===== src/rtl/itch_msg_assembler.sv =====
// Byte-stream to 320-bit message assembler with a small message FIFO.
// Malformed (short/long) frames are dropped and counted.
module itch_msg_assembler #(
  parameter int MSG_BYTES  = 40,
  parameter int FIFO_DEPTH = 2,
  parameter int CNT_W      = 16
) (
  input  logic                   clk,
  input  logic                   resetn,
  input  logic [7:0]             in_data,
  input  logic                   in_valid,
  input  logic                   in_last,
  output logic                   in_ready,
  output logic [MSG_BYTES*8-1:0] ff_buffer,
  output logic                   buffer_not_empty,
  input  logic                   ready,
  output logic [CNT_W-1:0]       msg_count,
  output logic [CNT_W-1:0]       err_count
);

  localparam int MSG_W = MSG_BYTES * 8;
  localparam int IDX_W = $clog2(MSG_BYTES);
  localparam int PTR_W = $clog2(FIFO_DEPTH);
  localparam int OCC_W = PTR_W + 1;

  localparam logic [IDX_W-1:0] LAST_IDX = IDX_W'(MSG_BYTES - 1);
  localparam logic [OCC_W-1:0] FULL_OCC = OCC_W'(FIFO_DEPTH);

  typedef enum logic {
    ASSEMBLE,
    DISCARD
  } state_e;

  state_e           state_q, state_d;
  logic [IDX_W-1:0] cnt_q, cnt_d;
  logic [MSG_W-1:0] asm_q, asm_d;

  logic [MSG_W-1:0] mem_q [FIFO_DEPTH];
  logic [MSG_W-1:0] mem_d [FIFO_DEPTH];
  logic [PTR_W-1:0] wr_ptr_q, wr_ptr_d;
  logic [PTR_W-1:0] rd_ptr_q, rd_ptr_d;
  logic [OCC_W-1:0] occ_q, occ_d;

  logic [CNT_W-1:0] msg_cnt_q, msg_cnt_d;
  logic [CNT_W-1:0] err_cnt_q, err_cnt_d;

  logic             fifo_full;
  logic             fifo_empty;
  logic             byte_fire;
  logic             push;
  logic             pop;
  logic             err_inc;
  logic [MSG_W-1:0] push_data;

  assign fifo_full  = (occ_q == FULL_OCC);
  assign fifo_empty = (occ_q == '0);

  // Only the final byte of a message can stall; no pop bypass.
  assign in_ready  = (state_q == DISCARD) ||
                     (cnt_q != LAST_IDX) ||
                     !fifo_full;
  assign byte_fire = in_valid && in_ready;
  assign pop       = !fifo_empty && ready;
  assign push_data = {asm_q[MSG_W-1:8], in_data};

  always_comb begin
    state_d = state_q;
    cnt_d   = cnt_q;
    asm_d   = asm_q;
    push    = 1'b0;
    err_inc = 1'b0;
    if (byte_fire) begin
      unique case (state_q)
        ASSEMBLE: begin
          if (cnt_q != LAST_IDX) begin
            if (in_last) begin
              asm_d   = '0;
              cnt_d   = '0;
              err_inc = 1'b1;
            end else begin
              for (int k = 0; k < MSG_BYTES; k++) begin
                if (cnt_q == IDX_W'(k)) begin
                  asm_d[MSG_W-1-8*k -: 8] = in_data;
                end
              end
              cnt_d = cnt_q + 1'b1;
            end
          end else begin
            asm_d = '0;
            cnt_d = '0;
            if (in_last) begin
              push = 1'b1;
            end else begin
              err_inc = 1'b1;
              state_d = DISCARD;
            end
          end
        end
        DISCARD: begin
          cnt_d = '0;
          if (in_last) begin
            state_d = ASSEMBLE;
          end
        end
        default: begin
          state_d = ASSEMBLE;
          cnt_d   = '0;
        end
      endcase
    end
  end

  always_comb begin
    mem_d    = mem_q;
    wr_ptr_d = wr_ptr_q;
    rd_ptr_d = rd_ptr_q;
    occ_d    = occ_q;
    if (push) begin
      mem_d[wr_ptr_q] = push_data;
      wr_ptr_d        = wr_ptr_q + 1'b1;
    end
    if (pop) begin
      rd_ptr_d = rd_ptr_q + 1'b1;
    end
    unique case ({push, pop})
      2'b10:   occ_d = occ_q + 1'b1;
      2'b01:   occ_d = occ_q - 1'b1;
      default: occ_d = occ_q;
    endcase
  end

  always_comb begin
    msg_cnt_d = msg_cnt_q;
    err_cnt_d = err_cnt_q;
    if (push && (msg_cnt_q != '1)) begin
      msg_cnt_d = msg_cnt_q + 1'b1;
    end
    if (err_inc && (err_cnt_q != '1)) begin
      err_cnt_d = err_cnt_q + 1'b1;
    end
  end

  always_ff @(posedge clk) begin
    if (!resetn) begin
      state_q   <= ASSEMBLE;
      cnt_q     <= '0;
      asm_q     <= '0;
      wr_ptr_q  <= '0;
      rd_ptr_q  <= '0;
      occ_q     <= '0;
      msg_cnt_q <= '0;
      err_cnt_q <= '0;
      for (int i = 0; i < FIFO_DEPTH; i++) begin
        mem_q[i] <= '0;
      end
    end else begin
      state_q   <= state_d;
      cnt_q     <= cnt_d;
      asm_q     <= asm_d;
      wr_ptr_q  <= wr_ptr_d;
      rd_ptr_q  <= rd_ptr_d;
      occ_q     <= occ_d;
      msg_cnt_q <= msg_cnt_d;
      err_cnt_q <= err_cnt_d;
      for (int i = 0; i < FIFO_DEPTH; i++) begin
        mem_q[i] <= mem_d[i];
      end
    end
  end

  assign buffer_not_empty = !fifo_empty;
  assign ff_buffer        = fifo_empty ? '0 : mem_q[rd_ptr_q];
  assign msg_count        = msg_cnt_q;
  assign err_count        = err_cnt_q;

endmodule


===== config.mk =====
export PLATFORM = sky130hd
export DESIGN_NAME = itch_msg_assembler
export DESIGN_NICKNAME = d
export VERILOG_FILES = /design/src/rtl/itch_msg_assembler.sv
export SDC_FILE = /design/constraint.sdc
export NUM_CORES = 2
export LEC_CHECK = 0
export CORE_MARGIN = 2
export CORE_UTILIZATION = 60
export CTS_BUF_LIST = sky130_fd_sc_hd__clkbuf_4
export DETAILED_ROUTE_END_ITERATION = 12
export GPL_TIMING_DRIVEN = 0
export PLACE_DENSITY_LB_ADDON = 0.1
export SETUP_SLACK_MARGIN = 0.1
export SLEW_MARGIN = 20
export SYNTH_ARGS = -nofsm -noshare
export SYNTH_HDL_FRONTEND = slang
export SYNTH_SLANG_ARGS = --single-unit

===== constraint.sdc =====
create_clock -name clk -period 4.3 [get_ports clk]
set_input_delay 0.43 -clock clk [delete_from_list [all_inputs] [get_ports clk]]
set_output_delay 0.43 -clock clk [all_outputs]
set_load 0.02 [all_outputs]

======== Yosys cells after proc, flatten, opt, wreduce, memory -nomap -nowiden ========
Cells that the tools add are included.
word-level totals
  bits in registers ....................... 995
  bits in latches ......................... 0
  RAM bits ................................ 0
  bits in read-only memories .............. 0
  output and inout bits ................... 354
  memories ................................ 0
operators by class
  $add $sub $neg .......................... 7
  $mul .................................... 0
  divide/modulo/power cells ............... 0
  $lt $le $gt $ge ......................... 3
  eq/ne operators ......................... 84
  shift operators ......................... 0
  mux-type cells .......................... 63
  bitwise logic cells ..................... 3
  reduce and logical (&&, ||, !) cells .... 51
operators with widths
  kind                                                                   number
  320-bit 2-to-1 mux                                                     7
  640-bit bitwise mux                                                    1
  320-bit demux with 1-bit select                                        1
  8-bit 2-to-1 mux                                                       40
  3-bit by 2-bit != test with 1-bit output, second input constant        39
  3-bit AND reduction                                                    39
  6-bit by 5-bit equality test with 1-bit output, second input constant  16
  6-bit by 4-bit equality test with 1-bit output, second input constant  8
  6-bit equality test, second input constant                             8
  16-bit by 1-bit adder with 16-bit output, second input constant        2
  16-bit != test, second input constant                                  2
  6-bit by 3-bit equality test with 1-bit output, second input constant  4
  6-bit by 2-bit equality test with 1-bit output, second input constant  2
  6-bit 2-to-1 mux                                                       2
  6-bit one-hot mux with 2 select lines                                  1
  1-bit 2-to-1 mux                                                       9
  6-bit by 1-bit adder with 6-bit output, second input constant          1
  6-bit by 1-bit equality test with 1-bit output, second input constant  1
  6-bit zero test                                                        1
  6-bit != test, second input constant                                   1
  1-bit logical AND                                                      5
  2-bit equality test, second input constant                             2
  2-bit >= comparator, second input constant                             2
  1-bit NOT with 2-bit output                                            2
  other kinds (12)                                                       15

======== Longest topological paths before layout ========
  depth in word-level cells ............... 7
  depth in mapped cells ................... 15

======== Worst setup path after synthesis ========
Ideal clock, no wire load.
  kind .................................... register to register
  from .................................... register cnt_q[0]
  to ...................................... register occ_q[1]
  arrival ................................. 2.987 ns
  data required time ...................... 4.230 ns
  slack ................................... 1.243 ns
  cell stages (with the launch flop) ...... 15
  clock period less this slack ............ 3.057 ns
  path through ............................ dfxtp_1 -> ha_1 -> buf_2 -> nand3b_1 -> buf_2 -> nor2_1 -> ha_1 -> nand3b_1 -> a21oi_2 -> inv_1 -> buf_2 -> buf_2 -> ha_1 -> or3_1 -> a21oi_1
on the way
  word-level cells in the longest chain between the ends .. 7
ends and longest elaborated chain
  what                                                                                          RTL line  text
  start, declared                                                                               35        logic [IDX_W-1:0] cnt_q, cnt_d;
  start signal, assigned                                                                        158       cnt_q <= cnt_d;
  6-bit != test (*)                                                                             60, 75
  1-bit logical OR                                                                              59        assign in_ready = (state_q == DISCARD) ||
  1-bit logical OR                                                                              60        (cnt_q != LAST_IDX) ||
  1-bit logical AND                                                                             62        assign byte_fire = in_valid && in_ready;
  1-bit 2-to-1 mux (*)                                                                          72        if (byte_fire) begin
  2-bit by 1-bit equality test with 1-bit output / 2-bit equality test (equally long branches)  125       unique case ({push, pop})
  2-bit one-hot mux with 2 select lines / 2-bit nonzero test (equally long branches)            -
  end signal, assigned                                                                          150       occ_q <= '0;
  end signal, assigned                                                                          162       occ_q <= occ_d;
  end, declared                                                                                 42        logic [OCC_W-1:0] occ_q, occ_d;
Every way passes the cells marked *; elsewhere a longest branch is shown, timed or not.
A chain may end at the register's enable or synchronous reset.

======== Final worst setup path ========
  from .................................... register occ_q[0]
  to ...................................... output port ff_buffer[312]
on the way
  word-level cells in the longest chain between the ends .. 2
ends and longest elaborated chain
  what                RTL line  text
  2-bit zero test     56        assign fifo_empty = (occ_q == '0);
  320-bit 2-to-1 mux  172       assign ff_buffer = fifo_empty ? '0 : mem_q[rd_ptr_q];
  end, declared       14        output logic [MSG_BYTES*8-1:0] ff_buffer,
Every way passes these cells.

==> reports/results.ini <==
[route]
viasPerCell = 6.217
ant_nets = 0
top_layer_used = met5
met2_wirelength_um = 67560
first_pass_iters = 7
met1Wirelength_um = 60350
drtIter0Drc = 6644
wl_per_cell_um = 22.20
route.detailed.drc = 0
vias = 44214
wl_met3_um = 20330
drt_wl_total_um = 157900

[hold_path]
hold_class = in -> reg

[final_layout]
n_fill_cell = 5862
fin_area_mm2 = 0.05023
drive_above_1_share = 0.08244
syn2layout_area_growth_pct = 18.94
multiInputGateArea_mm2 = 0.02014
seq_area_mm2 = 0.01992
finalNetCount = 6002
layout.cells.non_filler = 7112

[timing]
max_freq_mhz = 235.6
slew_headroom = 0.07658
tightestPinTransition_ns = 1.385
rsz0062_at_grt = false
final-hold-violation-count = 0
period_share = 0.9872
final.min_clock_period_ns = 4.245
skew_ns = 0.06223
whs_ns = 0.08246
report.final.slew_viol_count = 0
setup_violations = 0

[clocking]
cts_tree = built
clock-root-buffer = clkbuf_4
htreeDepth = 4
numCtsBuffers = 241
cts.path.max_buffers = 3
path_clk_slew_ns = 0.07
cts.sink_count = 995
clkLatencyLatePin_ns = 1.15

[power]
pwr_density_cell_mw_per_mm2 = 360.5
p_leak_nw = 15.56
ir_drop_uv = 221.2
p_total_mw = 18.10

[place]
place_area_mm2 = 0.04708
gp_congestion = 0.9934
dp.cells = 6674
dpl.hpwl_um = 110300
io_buffers = 364

[run]
maxCapViolCount = 0

[synthesis]
yosys_warnings = 0
synth_ff_type = dfxtp_1
syn_area_mm2 = 0.04223
synthDominantCellAreaShare = 0.4717
synth-seq-area-share = 0.4717
syn_inst = 5368
synth_fp_nets = 5391
async_flop_share = 0
synth_cell_types = 58
postSynthAreaPerCell_um2 = 7.866
yosysTopAreaCell = dfxtp_1
ys_ff_latch = 995
synth_area_leaders = dfxtp_1, nand3_1, o21ai_0
synth-edff-count = 0

[global_routing]
grt_pass1_wl_um = 235500
grt_pass1_vias = 40383
gr-total-overflow = 0
grtUsageTotal = 0.4156
grt_max_degree = 19
antenna_found_initial = 6

[worst_setup_path]
end_kind = output port
cp_max_fo = 10
critical_path.max_stage_delay_ns = 0.60
worst_ep_arrival_time_ns = 3.82
critPathKind = reg -> out
cp-start-kind = flop
slowest_stage = clkdlybuf4s50_1
required_ns = 3.87
path_cells = nor2_4 > clkbuf_2 > clkbuf_1 > nor2_1 > clkdlybuf4s50_1

[die]
start_util = 0.6040
io_pins = 367
die_x_um = 269.3
coreArea_mm2 = 0.06991
row_count = 97
fp.dieH_um = 269.3
die-area_mm2 = 0.07252

[status]
status = finished clean

-- cells in the mapped netlist (all sizes together), types with 3 or more instances --
library cell  count
nor4bb            4
o31ai            13
or4              13
inv              14
dfxtp           995
nor4             11
nor2            328
buf             159
o21a             28
nand2           661
nor3              6
nand2b           15
a21oi           337
o211a             8
mux2i           330
and4              6
clkbuf          375
xnor2             3
nand4            10
nand3           968
nor4b             3
or3b              7
and3              3
a21boi           14
o21ai          1003
or3               5
nand3b            6
ha               10
-- cell usage in the layout, fill, tap and decap left out, types with 7 or more instances in the layout --
cell | Yosys | routed
o21a_1 | 28 | 28
a21boi_0 | 14 | 8
clkbuf_4 | 0 | 335
nand3_1 | 968 | 968
o21ai_1 | 190 | 190
buf_1 | 65 | 43
nand4_1 | 10 | 10
o21ai_0 | 813 | 813
diode_2 | 0 | 10
mux2i_1 | 330 | 330
clkdlybuf4s50_1 | 0 | 364
clkdlybuf4s15_2 | 0 | 7
dfxtp_1 | 995 | 994
o31ai_1 | 13 | 13
ha_1 | 10 | 10
a21oi_1 | 336 | 336
o211a_1 | 8 | 8
clkbuf_2 | 1 | 23
or4_1 | 13 | 13
nand2b_1 | 15 | 15
buf_2 | 93 | 106
inv_1 | 13 | 13
clkinv_1 | 1 | 72
nor2_1 | 328 | 327
nand2_1 | 661 | 661
clkbuf_1 | 374 | 351
nor4_1 | 11 | 11
-- path summary, 6_finish.rpt --
check                                from  slack [ns]                      end  depth (start not counted)
setup reg to reg    cnt_q[4]$_SDFFE_PN0P_        0.09  asm_q[203]$_SDFFE_PN0P_                         13
hold reg to reg   asm_q[280]$_SDFFE_PN0P_        0.44  mem_q[280]$_SDFFE_PN0P_                          2
hold / removal                 in_data[5]        0.08  mem_q[325]$_SDFFE_PN0P_                          3
setup / recovery    occ_q[0]$_SDFFE_PN0P_        0.05           ff_buffer[312]                          5
-- metrics by stage --
| stage | TNS, ns | setup slack, ns | utilization |
|---|---|---|---|
| after floorplan | 0 | 1.243 | - |
| after global placement | -31.84 | -0.2019 | 0.6730 |
| after detailed placement | -32.37 | -0.2318 | 0.6735 |
| after CTS | 0 | 0.1094 | 0.7179 |
| after global routing | 0 | 0.09416 | 0.7183 |
| final | 0 | 0.05498 | 0.7185 |
-- final cells by class --
type / count / share of cell area
multi-input cells: 3824 / 0.4009
flip-flops and latches: 995 / 0.3966
repair buffers: 369 / 0.07361
clock buffers: 334 / 0.04992
plain buffers: 533 / 0.04444
well taps: 940 / 0.02342
clock inverters: 92 / 0.009441
inverters: 15 / 0.001121
diodes: 10 / 0.0004982
-- critical path, delay by kind of cell, from the launching register on --
kind                   cells  cell delay (ns)
buffers and inverters      3             1.61
flip-flops                 1             0.38
AND/OR/NAND/NOR            2             0.70
-- sequential cells by signal (all words and copies together) (netlist names) --
signal,flops
mem_q,640
err_count,16
occ_q,2
cnt_q,6
msg_count,16
wr_ptr_q,1
asm_q,312
rd_ptr_q,1
state_q,1
-- cell families after synthesis --
group,share of synthesized area
adders and majority gates,0.002963
buffers and inverters,0.05176
AOI/OAI and AO/OA,0.1748
xor gates and xnor gates,0.0008298
DFF,0.4717
and+or+nand+nor,0.2197
muxes,0.07822
-- where the power goes --
part	switching [mW]	internal (mW)	total, mW
registers	0.105	9.30	9.40
clock network	3.98	3.77	7.75
logic	0.781	0.171	0.952
total	4.86	13.2	18.1
-- timing repair --
item,4_1_cts,5_1_grt
hold buffers,2,0
setup endpoints to repair,609,22
setup buffers,1,0
pin swaps,1,0
endpoints found under the hold margin,8,0
resized for setup,46,6
-- routing by layer --
layer  track usage  vias up
li1              -    20106
met1        0.5422    20597
met2        0.6209     2960
met3        0.1144      547
met4        0.2357        4
met5             0        -
(Power assumes the default switching activity.)
